==> src/rtl/coin_acceptor_pkg.sv <==
// Shared constants for the coin acceptor front end: channel state codes and coin types.
package coin_acceptor_pkg;

    // Channel states; the spare code is treated as IDLE by the channel logic.
    localparam logic [1:0] CH_IDLE  = 2'd0;
    localparam logic [1:0] CH_HELD  = 2'd1;
    localparam logic [1:0] CH_JAM   = 2'd2;
    localparam logic [1:0] CH_SPARE = 2'd3;

    // Coin type as stored in the queue.
    localparam logic COIN_ONE = 1'b0;
    localparam logic COIN_TWO = 1'b1;

endpackage

==> src/rtl/coin_channel_debounce.sv <==
// One coin-sensor channel: 2-flop synchroniser, debounce/jam FSM, single-cycle accept strobe.
module coin_channel_debounce
    import coin_acceptor_pkg::*;
#(
    parameter int DEBOUNCE_CYCLES = 4,
    parameter int JAM_CYCLES      = 256
) (
    input  logic clk,
    input  logic reset,
    input  logic raw,
    output logic accept,
    output logic jammed
);

    localparam int SW = $clog2(DEBOUNCE_CYCLES) + 1;
    localparam int JW = $clog2(JAM_CYCLES) + 1;
    localparam logic [SW-1:0] DEB_LIM = SW'(DEBOUNCE_CYCLES);
    localparam logic [JW-1:0] JAM_LIM = JW'(JAM_CYCLES);

    logic          sync_p0;
    logic          sync_p1;
    logic [1:0]    state;
    logic [1:0]    state_nx;
    logic [SW-1:0] stable_cnt;
    logic [SW-1:0] stable_nx;
    logic [SW-1:0] stable_inc;
    logic [JW-1:0] jam_cnt;
    logic [JW-1:0] jam_nx;
    logic [JW-1:0] jam_inc;
    logic          accept_q;
    logic          accept_nx;

    assign stable_inc = (stable_cnt >= DEB_LIM) ? stable_cnt : stable_cnt + 1'b1;
    assign jam_inc    = (jam_cnt == '1) ? jam_cnt : jam_cnt + 1'b1;

    // Bring the asynchronous sensor into the clock domain.
    always_ff @(posedge clk or negedge reset) begin
        if (!reset) begin
            sync_p0 <= 1'b0;
            sync_p1 <= 1'b0;
        end else begin
            sync_p0 <= raw;
            sync_p1 <= sync_p0;
        end
    end

    // Next-state logic: stable_cnt counts highs in IDLE and lows in HELD/JAM;
    // it is kept across HELD->JAM so a release already in progress still counts.
    always_comb begin
        state_nx  = state;
        stable_nx = stable_cnt;
        jam_nx    = jam_cnt;
        accept_nx = 1'b0;
        case (state)
            CH_HELD, CH_JAM: begin
                stable_nx = sync_p1 ? '0 : stable_inc;
                if (!sync_p1 && (stable_inc >= DEB_LIM)) begin
                    state_nx  = CH_IDLE;
                    stable_nx = '0;
                    jam_nx    = '0;
                end else if (state == CH_HELD) begin
                    if (jam_cnt >= JAM_LIM) begin
                        state_nx = CH_JAM;
                    end
                    jam_nx = jam_inc;
                end
            end
            default: begin
                state_nx = CH_IDLE;
                jam_nx   = '0;
                if (!sync_p1) begin
                    stable_nx = '0;
                end else if (stable_inc >= DEB_LIM) begin
                    state_nx  = CH_HELD;
                    stable_nx = '0;
                    accept_nx = 1'b1;
                end else begin
                    stable_nx = stable_inc;
                end
            end
        endcase
    end

    // Channel state, counters and the registered accept strobe.
    always_ff @(posedge clk or negedge reset) begin
        if (!reset) begin
            state      <= CH_IDLE;
            stable_cnt <= '0;
            jam_cnt    <= '0;
            accept_q   <= 1'b0;
        end else begin
            state      <= state_nx;
            stable_cnt <= stable_nx;
            jam_cnt    <= jam_nx;
            accept_q   <= accept_nx;
        end
    end

    assign accept = accept_q;
    assign jammed = (state == CH_JAM);

endmodule

==> src/rtl/coin_acceptor.sv <==
// Coin acceptor front end: two debounced channels, a 2-entry coin queue and a gap-spaced pulse emitter.
module coin_acceptor
    import coin_acceptor_pkg::*;
#(
    parameter int DEBOUNCE_CYCLES = 4,
    parameter int GAP_CYCLES      = 2,
    parameter int JAM_CYCLES      = 256
) (
    input  logic clk,
    input  logic reset,
    input  logic one_raw,
    input  logic two_raw,
    output logic one_in,
    output logic two_in,
    output logic jam,
    output logic coin_drop
);

    localparam int GW = $clog2(GAP_CYCLES) + 1;
    localparam logic [GW-1:0] GAP_LIM = GW'(GAP_CYCLES);

    logic          acc_one;
    logic          acc_two;
    logic          jam_one;
    logic          jam_two;
    logic [1:0]    q_data;
    logic [1:0]    q_data_nx;
    logic [1:0]    q_cnt;
    logic [1:0]    q_cnt_nx;
    logic [GW-1:0] gap_cnt;
    logic          pop;
    logic          drop;
    logic          one_q;
    logic          two_q;
    logic          jam_q;
    logic          drop_q;

    coin_channel_debounce #(
        .DEBOUNCE_CYCLES(DEBOUNCE_CYCLES),
        .JAM_CYCLES     (JAM_CYCLES)
    ) u_one (
        .clk   (clk),
        .reset (reset),
        .raw   (one_raw),
        .accept(acc_one),
        .jammed(jam_one)
    );

    coin_channel_debounce #(
        .DEBOUNCE_CYCLES(DEBOUNCE_CYCLES),
        .JAM_CYCLES     (JAM_CYCLES)
    ) u_two (
        .clk   (clk),
        .reset (reset),
        .raw   (two_raw),
        .accept(acc_two),
        .jammed(jam_two)
    );

    // Queue update: pop first (head is q_data[0]) so its slot is reusable, then push 2 Rs before 1 Rs.
    always_comb begin
        pop       = (q_cnt != 2'd0) && (gap_cnt == '0);
        q_data_nx = q_data;
        q_cnt_nx  = q_cnt;
        drop      = 1'b0;
        if (pop) begin
            q_data_nx = {1'b0, q_data[1]};
            q_cnt_nx  = q_cnt - 2'd1;
        end
        if (acc_two) begin
            if (q_cnt_nx == 2'd2) begin
                drop = 1'b1;
            end else begin
                q_data_nx[q_cnt_nx[0]] = COIN_TWO;
                q_cnt_nx = q_cnt_nx + 2'd1;
            end
        end
        if (acc_one) begin
            if (q_cnt_nx == 2'd2) begin
                drop = 1'b1;
            end else begin
                q_data_nx[q_cnt_nx[0]] = COIN_ONE;
                q_cnt_nx = q_cnt_nx + 2'd1;
            end
        end
    end

    // Queue storage, gap spacing and registered outputs.
    always_ff @(posedge clk or negedge reset) begin
        if (!reset) begin
            q_data  <= 2'b00;
            q_cnt   <= 2'd0;
            gap_cnt <= '0;
            one_q   <= 1'b0;
            two_q   <= 1'b0;
            jam_q   <= 1'b0;
            drop_q  <= 1'b0;
        end else begin
            q_data <= q_data_nx;
            q_cnt  <= q_cnt_nx;
            jam_q  <= jam_one | jam_two;
            drop_q <= drop;
            if (pop) begin
                one_q   <= (q_data[0] == COIN_ONE);
                two_q   <= (q_data[0] == COIN_TWO);
                gap_cnt <= GAP_LIM;
            end else begin
                one_q   <= 1'b0;
                two_q   <= 1'b0;
                gap_cnt <= (gap_cnt != '0) ? gap_cnt - 1'b1 : gap_cnt;
            end
        end
    end

    assign one_in    = one_q;
    assign two_in    = two_q;
    assign jam       = jam_q;
    assign coin_drop = drop_q;

endmodule

==> config.mk <==
export PLATFORM = sky130hd
export DESIGN_NAME = coin_acceptor
export DESIGN_NICKNAME = d
export VERILOG_FILES = /design/src/rtl/coin_acceptor_pkg.sv /design/src/rtl/coin_channel_debounce.sv /design/src/rtl/coin_acceptor.sv
export SDC_FILE = /design/constraint.sdc
export NUM_CORES = 1
export LEC_CHECK = 0
export ABC_AREA = 0
export ABC_CLOCK_PERIOD_IN_PS = 2240
export CORE_MARGIN = 2
export CORE_UTILIZATION = 25
export CTS_BUF_LIST = sky130_fd_sc_hd__clkbuf_8 sky130_fd_sc_hd__clkbuf_16
export DETAILED_ROUTE_END_ITERATION = 8
export GPL_ROUTABILITY_DRIVEN = 0
export SYNTH_ARGS = -nofsm -noshare
export SYNTH_HDL_FRONTEND = slang
export SYNTH_SLANG_ARGS = --single-unit
==> constraint.sdc <==
create_clock -name clk -period 2.24 [get_ports clk]
set_input_delay 0.224 -clock clk [delete_from_list [all_inputs] [get_ports clk]]
set_output_delay 0.224 -clock clk [all_outputs]
set_load 0.02 [all_outputs]
## After elaboration in Yosys (flattened, before gate mapping)

Cells that the tools add are included.

- Logic and storage cells: 133
- Register bits: 44
- Output and inout port bits: 4
- Input port bits: 4

- Eq/ne operators: 14
- Reductions and logical operators: 17
- Multiplexer cells: 60
- Bitwise gates (word level): 5
- Add/sub/neg operators: 8
- Magnitude comparators: 10

Operators with widths:

| cell | number |
|---|---|
| two-way mux 9 bit | 8 |
| two-way mux 2 bit | 22 |
| two-way mux 3 bit | 12 |
| adder 9 x 1 -> 9 bit (second input constant) | 2 |
| equality test 9 bit (second input constant) | 2 |
| >= comparator 9 bit (second input constant) | 2 |
| two-way mux 1 bit | 16 |
| >= comparator 3 bit (second input constant) | 4 |
| != test 3 x 1 -> 1 bit (second input constant) | 4 |
| equality test 2 bit (second input constant) | 4 |
| AND reduction 2 bit | 4 |
| adder 3 x 1 -> 3 bit (second input constant) | 2 |
| != test 3 bit (second input constant) | 2 |
| nonzero test 2 bit | 3 |
| logical AND 1 bit | 5 |
| adder 2 x 1 -> 2 bit (second input constant) | 2 |
| equality test 2 x 1 -> 1 bit (second input constant) | 2 |
| less-than comparator 1 x 2 -> 1 bit (second input constant) | 2 |
| OR reduction 2 bit | 2 |
| subtractor 2 x 1 -> 2 bit (second input constant) | 2 |
| AND 2 bit | 1 |
| demux 1 bit (select 1 bit) | 2 |
| >= comparator 1 bit (second input constant) | 2 |
| logical NOT 1 bit | 2 |
| other kinds (5) | 5 |

## Depth between registers and ports, before layout

- Depth after elaboration: 14
- Mapped depth: 10

## Cells and area by module

A second synthesis with hierarchy kept.

- Cells, all modules: 204
- Area, all modules: 2144.6 um^2

By module, submodules not included:

| module | sequential area each (um^2) | cells an instance | instances | area each (um^2) |
|---|---|---|---|---|
| coin_channel_debounce | 425.4 | 75 | 2 | 798.3 |
| coin_acceptor | 250.2 | 54 | 1 | 548.0 |

## Worst setup path after synthesis

Ideal clock, no wire load.

- Path kind: reg2reg
- From: reg q_cnt[0]
- To: reg q_data[0]
- Slack: 14 ps
- Clock period less this slack: 2226 ps
- Data required time: 2154 ps
- Setup time: 86 ps
- Data arrival time: 2140 ps
- Cell stages (with the launch flop): 10
- Cell sequence: dfrtp_1 inv_1 ha_1 and2b_1 xnor2_1 ha_1 a221oi_1 ha_1 inv_1 a32oi_1

- Longest elaborated chain between the ends: 14
- Elaborated cells on any way between the ends: 27
- Classes of those cells: 2 x add/sub; 4 x order compare; 2 x eq/ne; 12 x mux; 3 x bitwise; 4 x reduce/logical

RTL lines:

| element | RTL line | RTL |
|---|---|---|
| from (decl) | coin_acceptor.sv:28 | `logic [1:0] q_cnt;` |
| from (signal assigned) | coin_acceptor.sv:100 | `q_cnt <= q_cnt_nx;` |
| parallel branches: the longest is 13 deep, another holds subtractor 2 x 1 -> 2 bit | - |  |
| two-way mux 2 bit (*) | coin_acceptor.sv:78 | `if (acc_one) begin` |
| named net q_data_nx[0] | coin_acceptor.sv:27 | `logic [1:0] q_data_nx;` |
| to (signal assigned) | coin_acceptor.sv:99 | `q_data <= q_data_nx;` |
| to (decl) | coin_acceptor.sv:26 | `logic [1:0] q_data;` |

Mark *: on every way through the listed nets, which the timed path passes.
A chain may end at the register's enable or synchronous reset.

## Worst setup path after layout

- From: reg q_cnt[1]
- To: reg q_cnt[0]

- Longest elaborated chain between the ends: 9
- Elaborated cells on any way between the ends: 12
- Classes of those cells: 3 x add/sub; 2 x eq/ne; 5 x mux; 2 x reduce/logical

RTL lines:

| element | RTL line | RTL |
|---|---|---|
| nonzero test 2 bit | coin_acceptor.sv:62 | `pop = (q_cnt != 2'd0) && (gap_cnt == '0);` |
| logical AND 1 bit | coin_acceptor.sv:62 |  |
| two-way mux 2 bit (*) | coin_acceptor.sv:66 | `if (pop) begin` |
| adder 2 x 1 -> 2 bit or equality test 2 bit (tied branches) | coin_acceptor.sv:75, coin_acceptor.sv:71 |  |
| two-way mux 2 bit | coin_acceptor.sv:71 | `if (q_cnt_nx == 2'd2) begin` |
| two-way mux 2 bit (*) | coin_acceptor.sv:70 | `if (acc_two) begin` |
| adder 2 x 1 -> 2 bit or equality test 2 bit (tied branches) | coin_acceptor.sv:83, coin_acceptor.sv:79 |  |
| two-way mux 2 bit | coin_acceptor.sv:79 | `if (q_cnt_nx == 2'd2) begin` |
| two-way mux 2 bit (*) | coin_acceptor.sv:78 |  |
| named net q_cnt_nx[0] | coin_acceptor.sv:29 | `logic [1:0] q_cnt_nx;` |

Mark *: on every way through the listed nets, which the timed path passes. The rest lies on a longest branch.

==> out/results.tsv <==
stage	metric	value	unit
clocking	Num CTS Buffers	5	
cells_and_area	nets@finish	264	
sta	final hold violation count	30	
floorplan	die width	99.99	um
cells_and_area	most frequent cells in the layout	dfrtp_1 (44), nor2_1 (26), nand2_1 (16), inv_1 (14)	
sta	WHS	-17.32	ps
critical_path	crit start category	flip-flop	
cells_and_area	P&R area growth vs syn	17.11	%
global_route	number of global-route vias before repair	1692	
clocking	clk_lat worst skew	310	ps
routing	TritonRoute pass-1 iters	4	
placement	Buffers on Ports	7	
cells_and_area	proportion of layout cells with a drive suffix above 1	16.33	%
sta	f_max	452.6	MHz
routing	Routed WL per cell	11.60	um
cells_and_area	antenna cells	0	
synthesis	Yosys cell types	49	
synthesis	yosys warns	0	
synthesis	XOR/XNOR Fraction of Synth Area	4.183	%
synthesis	main combinational cell family by area after synthesis	simple AND/OR/NAND/NOR gates	
critical_path	CP Data Required Time	2430	ps
global_route	grt total ovfl	0	
routing	Total Routed Length	4.131	mm
floorplan	core area	9109	um^2
global_route	global-route wire length before repair	7.610	mm
floorplan	Die Y	99.99	um
synthesis	Post-Synth Simple-Gate Area	17.71	%
synthesis	Syn Inst Count	225	
synthesis	Post-Synth Adder-Cell Area	8.691	%
sta	RSZ-0062 raised after global routing	true	
routing	vias	1634	
routing	DRT iter0 DRCs	106	
pwr	Tot Pwr	2.438	mW
global_route	initial antenna violation count	0	
critical_path	WP data arrival	2400	ps
cells_and_area	sequential standard cell area	1101	um^2
synthesis	register area share after synthesis	47.80	%
status	failing checks	hold timing	
global_route	All-Layer GR Usage	9.502	%
routing	vias per cell	4.590	
sta	count of final setup violators	0	
cells_and_area	Fill cells	952	
global_route	pin count of the biggest net entering global routing	45	
pwr	power per cell area	903.8	nW/um^2
clocking	Max H-tree Level	2	
synthesis	Main synth FF type	dfrtp_1	
clocking	clock tree sinks	44	
clocking	Bufs on Longest Clock Path	2	
pwr	P_leak	1.160	nW
worst_hold_path	Hold WC Path Type	input port to async pin	
synthesis	number of flops mapped to enable cells by yosys	0	
critical_path	critical path class	flip-flop to flip-flop	
floorplan	# rows	35	
clocking	clk slew on worst S/H paths	80	ps
routing	post-route ant nets	0	
cells_and_area	Multi-input gate area	1157	um^2
sta	Slew headroom	62.28	%
critical_path	critical path fanouts, max	6	
pwr	peak supply drop	0.3632	mV
routing	DRC violation count after routing	0	
sta	Slew @ Worst Pin	565.8	ps
critical_path	CP Capture Type	flip-flop	
floorplan	Starting Density	25.29	%
placement	detailed placer's ending HPWL	2.816	mm
synthesis	Compound-Gate Fraction of Synth Area	15.97	%
clocking	Root Buffer	clkbuf_8	
sta	Slew Viols, Final	0	
cells_and_area	most common cell after layout, fill and taps aside	dfrtp_1	
sta	fin crit share	98.64	%
floorplan	die area	9998	um^2
synthesis	Seq cells post-synth	44	
flow_run	# Max-Cap Violations	0	
clocking	CTS tree	built	
status	outcome	complete, but fails checks	
synthesis	synthesized area	2303	um^2
floorplan	I/O pin cnt	8	
synthesis	mux share of post-synthesis cell area	1.358	%
synthesis	mean area per synthesized cell	10.24	um^2
sta	final clock skew	12.35	ps
sta	min Tclk post-route	2209	ps
synthesis	fraction of registers with async set/reset	100.0	%
-- cell families after synthesis --
family          count (synthesis)
compound gates                 48
xor+xnor                       11
fa+ha+maj                      16
buf+inv                        23
flops                          44
mux                             3
other cells                     1
simple gates                   79
-- layout make-up --
cell class | instances | share of cell area (%)
flip-flops and latches | 44 | 40.82
well taps | 111 | 5.148
clock buffers | 6 | 3.061
clock inverters | 2 | 0.5102
repair buffers | 17 | 5.195
inverters | 17 | 2.365
multi-input cells | 159 | 42.90
-- layer usage --
layer,wire length (um),global-route usage (%),vias to the layer above
li1,-,-,816
met1,1961,11.69,799
met2,1980,15.59,15
met3,139,2.507,4
met4,50,4.426,0
met5,0,0,-
-- critical path: stages (launching register included) --
cell and delay (ps):
dfrtp_1 400, inv_2 90, ha_4 130, and2b_2 260
nor2_2 120, a21oi_1 50, ha_1 330, a221oi_4 290
buf_4 150, nor2_1 30, mux2_2 250
-- power by group --
part           internal [mW]  switching, mW
sequential             0.899         0.0644
clock                  0.252          0.283
combinational          0.486          0.453
-- repair_timing --
item	4_1_cts	5_1_grt
hold buffers	0	0
gates resized for setup	1	12
buffers inserted	0	3
pin swaps	0	6
setup endpoints to repair	3	5
-- final timing paths --
| check | from | endpoint | slack, ps | cells past startpoint |
|---|---|---|---|---|
| min in group clk | two_raw | u_two.sync_p0$_DFF_PN0_ | 350 | 1 |
| worst min register to register | u_one.sync_p0$_DFF_PN0_ | u_one.sync_p1$_DFF_PN0_ | 360 | 0 |
| worst max-delay path | q_cnt[1]$_DFF_PN0_ | q_cnt[0]$_DFF_PN0_ | 30 | 10 |
| worst max register to register | q_cnt[1]$_DFF_PN0_ | q_cnt[0]$_DFF_PN0_ | 30 | 10 |
| worst min-delay path | reset | one_in$_DFF_PN0_ | -20 | 2 |
| max in group asynchronous | reset | u_one.jam_cnt[0]$_DFFE_PN0P_ | 1870 | 2 |
-- sequential cells by signal, indices dropped and copies added (netlist names), 2 cells and up --
register / count
gap_cnt: 2
q_cnt: 2
u_two.jam_cnt: 9
u_two.state: 2
u_one.state: 2
u_one.stable_cnt: 3
q_data: 2
u_one.jam_cnt: 9
u_two.stable_cnt: 3
-- stage by stage --
stage | TNS [ps] | setup WS, ps | utilization (%) | cell area [um^2] | std cells
floorplan | 0 | 14.47 | - | 2307 | 226
global placement | 0 | 18.25 | 27.80 | 2532 | 345
detailed placement | -112.6 | -56.33 | 27.80 | 2532 | 345
CTS | 0 | 32.89 | 28.93 | 2635 | 353
global route | -111.3 | -49.05 | 29.62 | 2698 | 356
finish | 0 | 30.51 | 29.62 | 2698 | 356
-- cells in the mapped netlist (2+ instances only) --
cell,n,area (um^2)
a2111oi_2,2,30.03
a211oi_1,3,22.52
a21oi_1,13,65.06
a22oi_1,2,15.01
a31oi_1,2,12.51
and2_1,3,18.77
and3_1,6,37.54
clkbuf_1,4,15.01
dfrtp_1,44,1101
ha_1,16,200.2
inv_1,17,63.81
mux2i_1,2,20.02
nand2_1,16,60.06
nand2b_1,2,12.51
nand3_1,5,25.02
nand3b_1,3,22.52
nand4_1,2,12.51
nor2_1,27,101.4
nor3b_1,2,15.01
o21ai_0,13,65.06
o21bai_4,2,37.54
or3_1,2,12.51
or4_1,2,15.01
xnor2_1,10,87.58
Power figures use the tool's default switching activity.
